File: src/rtl/hazard_unit_pkg.sv
// Shared opcode/funct codes, Tuse/Tnew constants and forward-select encodings
// for the hazard unit and the datapath forward muxes.
package hazard_unit_pkg;

  localparam logic [5:0] OP_RTYPE = 6'h00;
  localparam logic [5:0] OP_JAL   = 6'h03;
  localparam logic [5:0] OP_BEQ   = 6'h04;
  localparam logic [5:0] OP_ORI   = 6'h0d;
  localparam logic [5:0] OP_LUI   = 6'h0f;
  localparam logic [5:0] OP_LW    = 6'h23;
  localparam logic [5:0] OP_SW    = 6'h2b;

  localparam logic [5:0] FN_JR    = 6'h08;
  localparam logic [5:0] FN_ADDU  = 6'h21;
  localparam logic [5:0] FN_SUBU  = 6'h23;

  localparam logic [1:0] TUSE_0 = 2'd0;
  localparam logic [1:0] TUSE_1 = 2'd1;
  localparam logic [1:0] TUSE_2 = 2'd2;
  localparam logic [1:0] TNEW_0 = 2'd0;
  localparam logic [1:0] TNEW_1 = 2'd1;
  localparam logic [1:0] TNEW_2 = 2'd2;

  localparam logic [1:0] FWD_GRF = 2'd0;
  localparam logic [1:0] FWD_E   = 2'd1;
  localparam logic [1:0] FWD_M   = 2'd2;
  localparam logic [1:0] FWD_W   = 2'd3;

  typedef enum logic [3:0] {
    I_NOP, I_ADDU, I_SUBU, I_ORI, I_LUI,
    I_LW, I_SW, I_BEQ, I_JAL, I_JR
  } instr_e;

  function automatic instr_e classify(
    input logic [5:0] op,
    input logic [5:0] func
  );
    instr_e k;
    k = I_NOP;
    case (op)
      OP_RTYPE: begin
        case (func)
          FN_ADDU: k = I_ADDU;
          FN_SUBU: k = I_SUBU;
          FN_JR:   k = I_JR;
          default: k = I_NOP;
        endcase
      end
      OP_ORI:  k = I_ORI;
      OP_LUI:  k = I_LUI;
      OP_LW:   k = I_LW;
      OP_SW:   k = I_SW;
      OP_BEQ:  k = I_BEQ;
      OP_JAL:  k = I_JAL;
      default: k = I_NOP;
    endcase
    return k;
  endfunction

endpackage

File: src/rtl/hazard_unit_if.sv
// D-stage instruction fields in, stall and forward selects out.
// stall_cnt carries the stall counter when HAZARD_STALL_CNT_EN is defined.
interface hazard_unit_if;
  logic [5:0]  op_D;
  logic [5:0]  func_D;
  logic [4:0]  rs_D;
  logic [4:0]  rt_D;
  logic [4:0]  rd_D;
  logic        stall;
  logic [1:0]  fwd_rs_D;
  logic [1:0]  fwd_rt_D;
  logic [1:0]  fwd_rs_E;
  logic [1:0]  fwd_rt_E;
  logic [31:0] stall_cnt;

  modport master (
    output op_D, func_D, rs_D, rt_D, rd_D,
    input  stall, fwd_rs_D, fwd_rt_D,
    input  fwd_rs_E, fwd_rt_E, stall_cnt
  );

  modport slave (
    input  op_D, func_D, rs_D, rt_D, rd_D,
    output stall, fwd_rs_D, fwd_rt_D,
    output fwd_rs_E, fwd_rt_E, stall_cnt
  );
endinterface

File: src/rtl/hazard_unit_slot.sv
// One scoreboard writer slot: dest reg, Tnew, RegWr.
// DEC=1 slots age the incoming Tnew by one, saturating at zero.
module hz_slot #(
  parameter int AW  = 5,
  parameter int TW  = 2,
  parameter bit DEC = 1'b0
) (
  input  logic          clk,
  input  logic          reset,
  input  logic [AW-1:0] a3_in,
  input  logic [TW-1:0] tnew_in,
  input  logic          wr_in,
  output logic [AW-1:0] a3,
  output logic [TW-1:0] tnew,
  output logic          wr
);
  logic [TW-1:0] tnew_nx;

  assign tnew_nx = (DEC && tnew_in != '0)
                 ? tnew_in - TW'(1)
                 : tnew_in;

  always_ff @(posedge clk or posedge reset) begin
    if (reset) begin
      a3   <= '0;
      tnew <= '0;
      wr   <= 1'b0;
    end else begin
      a3   <= a3_in;
      tnew <= tnew_nx;
      wr   <= wr_in;
    end
  end
endmodule

File: src/rtl/hazard_unit.sv
// Tnew/Tuse hazard unit: stall plus D/E forward selects from an E/M/W scoreboard.
// Optional HAZARD_STALL_CNT_EN adds a 32-bit stall cycle counter.
module hazard_unit
  import hazard_unit_pkg::*;
#(
  parameter int REG_AW = 5,
  parameter int TNEW_W = 2,
  parameter int RA_REG = 31
) (
  input logic         clk,
  input logic         reset,
  hazard_unit_if.slave hz
);
  typedef logic [REG_AW-1:0] reg_t;
  typedef logic [TNEW_W-1:0] tn_t;

  instr_e ins;
  reg_t   a3_d, rs_d, rt_d;
  tn_t    tnew_d, tuse_rs, tuse_rt;
  logic   wr_d;
  logic   stall;

  assign ins = classify(hz.op_D, hz.func_D);

  always_comb begin
    a3_d    = '0;
    rs_d    = '0;
    rt_d    = '0;
    tnew_d  = '0;
    tuse_rs = '0;
    tuse_rt = '0;
    wr_d    = 1'b0;
    unique case (ins)
      I_ADDU, I_SUBU: begin
        a3_d    = reg_t'(hz.rd_D);
        rs_d    = reg_t'(hz.rs_D);
        rt_d    = reg_t'(hz.rt_D);
        tuse_rs = tn_t'(TUSE_1);
        tuse_rt = tn_t'(TUSE_1);
        tnew_d  = tn_t'(TNEW_1);
        wr_d    = 1'b1;
      end
      I_ORI: begin
        a3_d    = reg_t'(hz.rt_D);
        rs_d    = reg_t'(hz.rs_D);
        tuse_rs = tn_t'(TUSE_1);
        tnew_d  = tn_t'(TNEW_1);
        wr_d    = 1'b1;
      end
      I_LUI: begin
        a3_d   = reg_t'(hz.rt_D);
        tnew_d = tn_t'(TNEW_1);
        wr_d   = 1'b1;
      end
      I_LW: begin
        a3_d    = reg_t'(hz.rt_D);
        rs_d    = reg_t'(hz.rs_D);
        tuse_rs = tn_t'(TUSE_1);
        tnew_d  = tn_t'(TNEW_2);
        wr_d    = 1'b1;
      end
      I_SW: begin
        rs_d    = reg_t'(hz.rs_D);
        rt_d    = reg_t'(hz.rt_D);
        tuse_rs = tn_t'(TUSE_1);
        tuse_rt = tn_t'(TUSE_2);
      end
      I_BEQ: begin
        rs_d    = reg_t'(hz.rs_D);
        rt_d    = reg_t'(hz.rt_D);
        tuse_rs = tn_t'(TUSE_0);
        tuse_rt = tn_t'(TUSE_0);
      end
      I_JR: begin
        rs_d    = reg_t'(hz.rs_D);
        tuse_rs = tn_t'(TUSE_0);
      end
      I_JAL: begin
        a3_d   = reg_t'(RA_REG);
        tnew_d = tn_t'(TNEW_0);
        wr_d   = 1'b1;
      end
      default: ;
    endcase
  end

  reg_t e_a3, m_a3, w_a3, e_rs, e_rt;
  tn_t  e_tn, m_tn, w_tn;
  logic e_wr, m_wr, w_wr;

  // A stalled D instruction enters E as a bubble.
  hz_slot #(.AW(REG_AW), .TW(TNEW_W), .DEC(1'b0)) u_e (
    .clk(clk), .reset(reset),
    .a3_in(stall ? '0 : a3_d),
    .tnew_in(stall ? '0 : tnew_d),
    .wr_in(wr_d && !stall),
    .a3(e_a3), .tnew(e_tn), .wr(e_wr)
  );

  hz_slot #(.AW(REG_AW), .TW(TNEW_W), .DEC(1'b1)) u_m (
    .clk(clk), .reset(reset),
    .a3_in(e_a3), .tnew_in(e_tn), .wr_in(e_wr),
    .a3(m_a3), .tnew(m_tn), .wr(m_wr)
  );

  hz_slot #(.AW(REG_AW), .TW(TNEW_W), .DEC(1'b1)) u_w (
    .clk(clk), .reset(reset),
    .a3_in(m_a3), .tnew_in(m_tn), .wr_in(m_wr),
    .a3(w_a3), .tnew(w_tn), .wr(w_wr)
  );

  always_ff @(posedge clk or posedge reset) begin
    if (reset) begin
      e_rs <= '0;
      e_rt <= '0;
    end else begin
      e_rs <= stall ? '0 : rs_d;
      e_rt <= stall ? '0 : rt_d;
    end
  end

  function automatic logic hit(
    input logic wr, input reg_t a3, input reg_t src
  );
    return wr && (a3 != '0) && (a3 == src);
  endfunction

  function automatic logic [1:0] pick(
    input logic e, input logic m, input logic w
  );
    if (e)      return FWD_E;
    else if (m) return FWD_M;
    else if (w) return FWD_W;
    else        return FWD_GRF;
  endfunction

  logic he_rs, he_rt, hm_rs, hm_rt, hw_rs, hw_rt;
  logic xm_rs, xm_rt, xw_rs, xw_rt;

  assign he_rs = hit(e_wr, e_a3, rs_d);
  assign he_rt = hit(e_wr, e_a3, rt_d);
  assign hm_rs = hit(m_wr, m_a3, rs_d);
  assign hm_rt = hit(m_wr, m_a3, rt_d);
  assign hw_rs = hit(w_wr, w_a3, rs_d);
  assign hw_rt = hit(w_wr, w_a3, rt_d);
  assign xm_rs = hit(m_wr, m_a3, e_rs);
  assign xm_rt = hit(m_wr, m_a3, e_rt);
  assign xw_rs = hit(w_wr, w_a3, e_rs);
  assign xw_rt = hit(w_wr, w_a3, e_rt);

  assign stall = (he_rs && e_tn > tuse_rs)
              || (he_rt && e_tn > tuse_rt)
              || (hm_rs && m_tn > tuse_rs)
              || (hm_rt && m_tn > tuse_rt);

  assign hz.stall    = stall;
  assign hz.fwd_rs_D = pick(he_rs && e_tn == '0,
                            hm_rs && m_tn == '0,
                            hw_rs && w_tn == '0);
  assign hz.fwd_rt_D = pick(he_rt && e_tn == '0,
                            hm_rt && m_tn == '0,
                            hw_rt && w_tn == '0);
  assign hz.fwd_rs_E = pick(1'b0,
                            xm_rs && m_tn == '0,
                            xw_rs && w_tn == '0);
  assign hz.fwd_rt_E = pick(1'b0,
                            xm_rt && m_tn == '0,
                            xw_rt && w_tn == '0);

`ifdef HAZARD_STALL_CNT_EN
  logic [31:0] cnt;

  always_ff @(posedge clk or posedge reset) begin
    if (reset)      cnt <= '0;
    else if (stall) cnt <= cnt + 32'd1;
  end

  assign hz.stall_cnt = cnt;
`else
  assign hz.stall_cnt = '0;
`endif

endmodule
File: src/flat_wrapper.sv
// flat-port wrapper written by rule: the top's interface ports become plain ports
module hazard_unit_flat import hazard_unit_pkg::*;
#(
  parameter int REG_AW = 5,
  parameter int TNEW_W = 2,
  parameter int RA_REG = 31
)
  (clk, reset, hz_op_D, hz_func_D, hz_rs_D, hz_rt_D, hz_rd_D, hz_stall, hz_fwd_rs_D, hz_fwd_rt_D, hz_fwd_rs_E, hz_fwd_rt_E, hz_stall_cnt);
  hazard_unit_if hz_i ();
  input logic clk;
  input logic reset;
  input wire logic [$bits(hz_i.op_D)-1:0] hz_op_D;
  input wire logic [$bits(hz_i.func_D)-1:0] hz_func_D;
  input wire logic [$bits(hz_i.rs_D)-1:0] hz_rs_D;
  input wire logic [$bits(hz_i.rt_D)-1:0] hz_rt_D;
  input wire logic [$bits(hz_i.rd_D)-1:0] hz_rd_D;
  output wire logic [$bits(hz_i.stall)-1:0] hz_stall;
  output wire logic [$bits(hz_i.fwd_rs_D)-1:0] hz_fwd_rs_D;
  output wire logic [$bits(hz_i.fwd_rt_D)-1:0] hz_fwd_rt_D;
  output wire logic [$bits(hz_i.fwd_rs_E)-1:0] hz_fwd_rs_E;
  output wire logic [$bits(hz_i.fwd_rt_E)-1:0] hz_fwd_rt_E;
  output wire logic [$bits(hz_i.stall_cnt)-1:0] hz_stall_cnt;
  assign hz_i.op_D = hz_op_D;
  assign hz_i.func_D = hz_func_D;
  assign hz_i.rs_D = hz_rs_D;
  assign hz_i.rt_D = hz_rt_D;
  assign hz_i.rd_D = hz_rd_D;
  assign hz_stall = hz_i.stall;
  assign hz_fwd_rs_D = hz_i.fwd_rs_D;
  assign hz_fwd_rt_D = hz_i.fwd_rt_D;
  assign hz_fwd_rs_E = hz_i.fwd_rs_E;
  assign hz_fwd_rt_E = hz_i.fwd_rt_E;
  assign hz_stall_cnt = hz_i.stall_cnt;
  hazard_unit #(.REG_AW(REG_AW), .TNEW_W(TNEW_W), .RA_REG(RA_REG)) u_core (.clk(clk), .reset(reset), .hz(hz_i));
endmodule
File: config.mk
export PLATFORM = sky130hd
export DESIGN_NAME = hazard_unit_flat
export DESIGN_NICKNAME = d
export VERILOG_FILES = /design/src/rtl/hazard_unit_pkg.sv /design/src/rtl/hazard_unit_if.sv /design/src/rtl/hazard_unit_slot.sv /design/src/rtl/hazard_unit.sv /design/src/flat_wrapper.sv
export SDC_FILE = /design/constraint.sdc
export NUM_CORES = 1
export LEC_CHECK = 0
export CORE_MARGIN = 8
export CORE_UTILIZATION = 45
export CTS_BUF_LIST = sky130_fd_sc_hd__clkbuf_2 sky130_fd_sc_hd__clkbuf_4 sky130_fd_sc_hd__clkbuf_8
export DETAILED_ROUTE_END_ITERATION = 8
export PLACE_DENSITY = 0.71
export SYNTH_ARGS = -nofsm -noshare
export SYNTH_HDL_FRONTEND = slang
export SYNTH_SLANG_ARGS = --single-unit
File: constraint.sdc
create_clock -name clk -period 22.8 [get_ports clk]
set_clock_uncertainty 0.2 [all_clocks]
set_input_delay 6.84 -clock clk [delete_from_list [all_inputs] [get_ports clk]]
set_output_delay 6.84 -clock clk [all_outputs]
set_load 0.1 [all_outputs]
Yosys cells after proc, flatten, opt, wreduce, memory -nomap -nowiden
Index checks and enable logic that the tools add are counted.
{ "classes": {"eq_ne": 28, "n_lt_le_gt_ge": 4, "reduce_logical": 48, "muxes": 25, "addsub": 2} }
{ "op_table": {"columns": ["cell", "count"], "rows": [
  ["== test 5 bit", 10],
  ["logical AND 1 bit", 28],
  ["case mux 4 bit (7 select lines)", 1],
  ["two-way mux 2 bit", 13],
  ["two-way mux 5 bit", 5],
  ["== test 6 bit (second input constant)", 4],
  ["== test 6 x 4 -> 1 bit (second input constant)", 3],
  ["== test 4 x 3 -> 1 bit (second input constant)", 4],
  ["case mux 5 bit (3 select lines)", 1],
  ["nonzero test 5 bit", 3],
  ["case mux 4 bit (3 select lines)", 1],
  ["== test 4 x 2 -> 1 bit (second input constant)", 2],
  ["== test 4 bit (second input constant)", 2],
  ["case mux 2 bit (2 select lines)", 2],
  ["OR reduction 4 bit", 2],
  ["OR reduction 7 bit", 1],
  ["== test 6 x 2 -> 1 bit (second input constant)", 1],
  ["== test 6 x 3 -> 1 bit (second input constant)", 1],
  ["zero test 2 bit", 3],
  ["zero test 6 bit", 1],
  ["OR reduction 6 bit", 1],
  ["OR reduction 5 bit", 1],
  ["== test 4 x 1 -> 1 bit (second input constant)", 1],
  ["greater-than comparator 2 x 1 -> 1 bit", 2],
  ["8 further kinds", 14]
]} }
{ "totals": {"word_cells": 118, "regBits": 34, "output_inout_bits": 41, "input_bits": 29} }

Longest topological paths before layout
{ "logic_depth": {"ltp_word": 14, "mapped_depth": 14, "mapped_depth_nobuf": 11} }

Modules after synthesis
From an unflattened synthesis, not the netlist that was laid out.
{ "hier_totals": {"cells_unflattened": 329, "hier_area_um2": 2897.8} }
{ "modules_own_cells": {"columns": ["mod", "instances", "cells_each", "seq_area_each_um2", "area_each_um2"], "rows": [
  ["hazard_unit", 1, 298, 250.2, 2253.4],
  ["hz_slot (u_core.u_m ...)", 2, 11, 200.2, 220.2],
  ["hz_slot (u_core.u_e)", 1, 9, 200.2, 203.9]
]} }

Worst setup path before layout
OpenSTA, ideal clock, no wires.
{ "synth_path": {"path_type": "in2out", "from": "in hz_op_D[1]", "to": "out hz_fwd_rs_D[1]", "t_required_ns": 15.760, "n_path_buf": 1, "arrival_ns": 11.173, "slack_ns": 4.587, "path_stages": 9, "path_cell_list": "buf_4 -> or3_4 -> or4_2 -> o211ai_1 -> o21ai_0 -> xnor2_1 -> nand3_1 -> or2_2 -> a21boi_0"} }
{ "synth_between": {"elab_chain_cells": 11, "elab_cells_between_ends": 29, "classes_between": "eq/ne: 16; mux: 5; reduce/logical: 8"} }
{ "synth_rtl": {"columns": ["item", "line", "rtl"], "rows": [
  ["start, declared", "flat_wrapper.sv:12", "input wire logic [$bits(hz_i.op_D)-1:0] hz_op_D;"],
  ["== test 6 x 2 -> 1 bit (tied with other cells)", "hazard_unit_pkg.sv:40", "case (op)"],
  ["case mux 4 bit (7 select lines) (*)", "hazard_unit_pkg.sv:40", null],
  ["== test 4 bit (tied with other cells)", "hazard_unit.sv:33", "unique case (ins)"],
  ["OR reduction 7 bit (no source line) (*)", null, null],
  ["two-way mux 5 bit (*)", "hazard_unit.sv:33", null],
  ["== test 5 bit", "hazard_unit.sv:125", "return wr && (a3 != '0) && (a3 == src);"],
  ["logical AND 1 bit", "hazard_unit.sv:125", null],
  ["logical AND 1 bit", "hazard_unit.sv:159", "hw_rs && w_tn == '0);"],
  ["two-way mux 2 bit", "hazard_unit.sv:133", "else if (w) return FWD_W;"],
  ["two-way mux 2 bit", "hazard_unit.sv:132", "else if (m) return FWD_M;"],
  ["two-way mux 2 bit (*)", "hazard_unit.sv:131", "if (e) return FWD_E;"],
  ["end, declared", "flat_wrapper.sv:18", "output wire logic [$bits(hz_i.fwd_rs_D)-1:0] hz_fwd_rs_D;"]
]} }
Every way passes the cells marked *; elsewhere a longest branch is shown, timed or not.

Worst setup path in the final report
{ "layout_path": {"from": "in hz_op_D[4]", "to": "out hz_stall"} }
{ "layout_between": {"elab_chain_cells": 11, "elab_cells_between_ends": 42, "classes_between": "order compare: 4; eq/ne: 17; mux: 5; reduce/logical: 16"} }
{ "layout_rtl": {"columns": ["item", "line", "rtl"], "rows": [
  ["== test 6 x 2 -> 1 bit (tied with other cells)", "hazard_unit_pkg.sv:40", null],
  ["case mux 4 bit (7 select lines) (*)", "hazard_unit_pkg.sv:40", null],
  ["== test 4 bit (tied with other cells)", "hazard_unit.sv:33", null],
  ["OR reduction 7 bit (no source line) or OR reduction 4 bit (tied branches)", null, null],
  ["two-way mux 5 bit", "hazard_unit.sv:33", null],
  ["== test 5 bit", "hazard_unit.sv:125", null],
  ["logical AND 1 bit", "hazard_unit.sv:125", null],
  ["logical AND 1 bit, on equally long branches", "hazard_unit.sv:151, hazard_unit.sv:152", null],
  ["logical OR 1 bit", "hazard_unit.sv:152", "|| (he_rt && e_tn > tuse_rt)"],
  ["logical OR 1 bit", "hazard_unit.sv:153", "|| (hm_rs && m_tn > tuse_rs)"],
  ["logical OR 1 bit (*)", "hazard_unit.sv:154", "|| (hm_rt && m_tn > tuse_rt);"],
  ["end, declared", "flat_wrapper.sv:17", "output wire logic [$bits(hz_i.stall)-1:0] hz_stall;"]
]} }
Marks and branches as above.

==> impl_metrics.env <==
export IMPL_fin_crit_ps=19370
export IMPL_holdPathStages=0
export IMPL_hold_viol=0
export IMPL_layout_drive_gt1_share_pct=10.9
export IMPL_netlist_top_cell_by_area="dfrtp_1"
export IMPL_cts_setup_buffers=0
export IMPL_setup_ws_ps=3430
export IMPL_ctsResizeCount=0
export IMPL_synth_simple_gate_area_share_pct=25.8
export IMPL_std_cell_rows=29
export IMPL_post_synth_xor_area_fraction_pct=10.4
export IMPL_rsz0062_at_grt="no"
export IMPL_synth_top_area_share_pct=28.8
export IMPL_place_congestion=0.972
export IMPL_worstSetupStartpointType="primary input"
export IMPL_grt_busiest_layer="met2"
export IMPL_grt_pass1_vias=2415
export IMPL_finalSetupViolCount=0
export IMPL_async_flop_share_pct=100
export IMPL_synth_top_family_by_area="simple AND/OR/NAND/NOR gates"
export IMPL_yosys_warnings=0
export IMPL_syn_area_sq_mm=0.00296
export IMPL_multi_input_area_sq_mm=0.00179
export IMPL_cts_root_buffer="clkbuf_8"
export IMPL_clk_latency_ps=290
export IMPL_grt_pass1_wl_microns=12600
export IMPL_ant_nets=0
export IMPL_port_buffers=37
export IMPL_grt_antenna_before_repair=0
export IMPL_place_ws_ps=3450
export IMPL_overflow=0
export IMPL_synth_top_flop_cell="dfrtp_1"
export IMPL_peakVddDrop_mv=0.0299
export IMPL_hold_end="u_core.u_w.wr"
export IMPL_ys_ff_latch=34
export IMPL_worst_slew_pin_slew_ps=977
export IMPL_synthMuxAreaShare_pct=0
export IMPL_use_met2_pct=25.5
export IMPL_diodes=0
export IMPL_synth_edff_count=0
export IMPL_syn_area_per_cell_sq_um=8.85
export IMPL_dieHeight_microns=97.1
export IMPL_cp_data_arrival_time_ps=12330
export IMPL_period_share_pct=85.0
export IMPL_die_w_microns=97.1
export IMPL_seq_area_sq_um=851
export IMPL_worstPathRequired_ps=15760
export IMPL_nets=393
export IMPL_yosys_top_cells_count="buf_4 (34), dfrtp_1 (34), nor2_1 (24), xnor2_1 (24), nand2_1 (22)"
export IMPL_syn_inst=334
export IMPL_hp_class="reg2reg"
export IMPL_rr_worst_depth=8
export IMPL_ys_top_cells_by_area="dfrtp_1 (29%), buf_4 (8.6%), xnor2_1 (7.1%)"
export IMPL_initial_core_util_pct=46.6
export IMPL_r2r_start="u_core.u_m.a3[2]"
export IMPL_met1_usage_pct=20.8
export IMPL_drc=0
export IMPL_cts_max_path_buffers=2
export IMPL_max_slew_margin_pct=34.7
export IMPL_drv_cap=0
export IMPL_drtPass1Iterations=4
export IMPL_viasPerCell=5.72
export IMPL_h_tree_depth=2
export IMPL_r2r_end="u_core.u_e.wr"
export IMPL_fmax_mhz=51.6
export IMPL_path_clk_slew_ps=70
export IMPL_r2r_slack_ps=19530
export IMPL_wire_per_inst_microns=17.4
export IMPL_crit_type="in2out"
export IMPL_cts_buffers=5
export IMPL_tns_ps=0
export IMPL_outcome="complete, no violations"
export IMPL_seq_area_frac_synth_pct=28.8
export IMPL_dp_hpwl_microns=5830
export IMPL_power_leakage_nw=1.36
export IMPL_drtIter0Drc=198
export IMPL_io_pins=70
export IMPL_synthAdderAreaFrac_pct=2.54
export IMPL_cp_max_fo=19
export IMPL_areaGrowthSynthToFinish_pct=11.0
export IMPL_routed_via_count=2489
export IMPL_cts_tree="built"
export IMPL_powerDensity_mw_per_mm2=59.1
export IMPL_routed_wl_microns=7580
export IMPL_hold_buffers=0
export IMPL_synth_compound_area_share_pct=17.8
export IMPL_track_usage_pct=16.1
export IMPL_yosysUniqueCellTypes=66
export IMPL_clock_sinks=34
export IMPL_dieArea_sq_mm=0.00942
export IMPL_slew_violations=0
export IMPL_core_area_sq_mm=0.00635
export IMPL_grt_util_met3_pct=3.91
export IMPL_worstSetupEndpointType="output port"
export IMPL_grt_max_degree=35
export IMPL_hp_start="u_core.u_m.wr"
export IMPL_nFillCells=611
cells by family (layout without fill, tap and decap cells):
kind of cell | count (synthesis) | in the layout
buf+inv | 65 | 58
xor+xnor | 33 | 33
other cells | 1 | 32
flops | 34 | 34
compound gates | 69 | 69
simple gates | 126 | 126
fa+ha+maj | 6 | 6
registers in the layout, indices dropped and copies added, names as in the netlist, 2 cells and up:
name,flops
u_core.e_rs,5
u_core.u_e.tnew,2
u_core.u_m.a3,5
u_core.u_m.tnew,2
u_core.u_w.tnew,2
u_core.e_rt,5
u_core.u_w.a3,5
u_core.u_e.a3,5
placed cells by master (no fill, tap or decap), types with 2 or more instances in the layout:
master / instances
nand3b_1: 3
ha_1: 6
a31oi_1: 7
and2_1: 2
or3_1: 5
buf_4: 2
a221oi_1: 5
a22oi_1: 3
or4_1: 3
o32a_2: 3
clkdlybuf4s50_1: 37
conb_1: 32
xor2_1: 8
nor3b_1: 2
a21oi_1: 9
o211ai_1: 2
nand3_1: 6
xnor2_1: 24
clkbuf_8: 6
a211oi_1: 2
o31ai_1: 3
nand4_1: 4
or2b_2: 3
o221ai_1: 2
nand2b_1: 2
a2bb2oi_1: 2
o21ai_0: 10
nor2_1: 24
inv_1: 12
nor4bb_1: 6
o31a_1: 2
nand2_1: 22
nor3_1: 15
nor3_2: 10
nor2b_1: 5
or2_2: 3
dfrtp_1: 34
o32ai_1: 6
metrics by stage:
step | instance area, sq um | hold slack, ps | cells | util [%] | total power [mW]
floorplan | 3070 | 148 | 365 | - | 0.129
global placement | 3170 | 153 | 428 | 49.9 | 0.137
detailed placement | 3170 | 157 | 428 | 49.9 | 0.138
CTS | 3280 | 179 | 435 | 51.7 | 0.195
global route | 3280 | 190 | 435 | 51.7 | 0.202
finish | 3280 | 176 | 435 | 51.7 | 0.194
where the power goes:
part	leakage (nW)	internal [mW]	switching, mW
clock	0.0573	0.0350	0.0219
combinational	0.835	0.0189	0.0498
sequential	0.466	0.0630	0.00530
total	1.36	0.117	0.0769
final cells by class:
class                           instances  area share [%]
Timing Repair Buffer                   39            11.7
Clock inverter                          1           0.915
Tap cell                               77            2.94
Inverter                               12            1.37
Sequential cell                        34            25.9
Multi-Input combinational cell        266            54.6
Clock buffer                            6            2.52
layer usage:
metal | vias up | share of wire, %
met5 | - | 0
met1 | 1181 | 44
met4 | 0 | 2.3
met3 | 13 | 7.4
met2 | 105 | 47
li1 | 1190 | -
worst max path at each step:
| stage | depth (start not counted) | to | slack [ps] | from |
|---|---|---|---|---|
| final | 11 | hz_stall | 3430 | hz_op_D[4] |
| after global routing | 11 | hz_stall | 3210 | hz_op_D[4] |
| after CTS | 11 | hz_stall | 3440 | hz_op_D[4] |
| after detailed placement | 11 | hz_stall | 3450 | hz_op_D[4] |
| after global placement | 11 | hz_stall | 3550 | hz_op_D[4] |
| after floorplan | 9 | hz_fwd_rs_D[1] | 4590 | hz_op_D[1] |
critical path: stages:
cell and delay [ps]:
clkdlybuf4s50_1 520, or4_1 580, or3_1 380, o32a_2 480
xnor2_4 190, o21ai_2 460, nand2_1 150, a2111oi_0 680
a21o_1 720, or2_1 190, clkdlybuf4s50_1 1130
No activity file was read; power rests on OpenSTA's default activity.
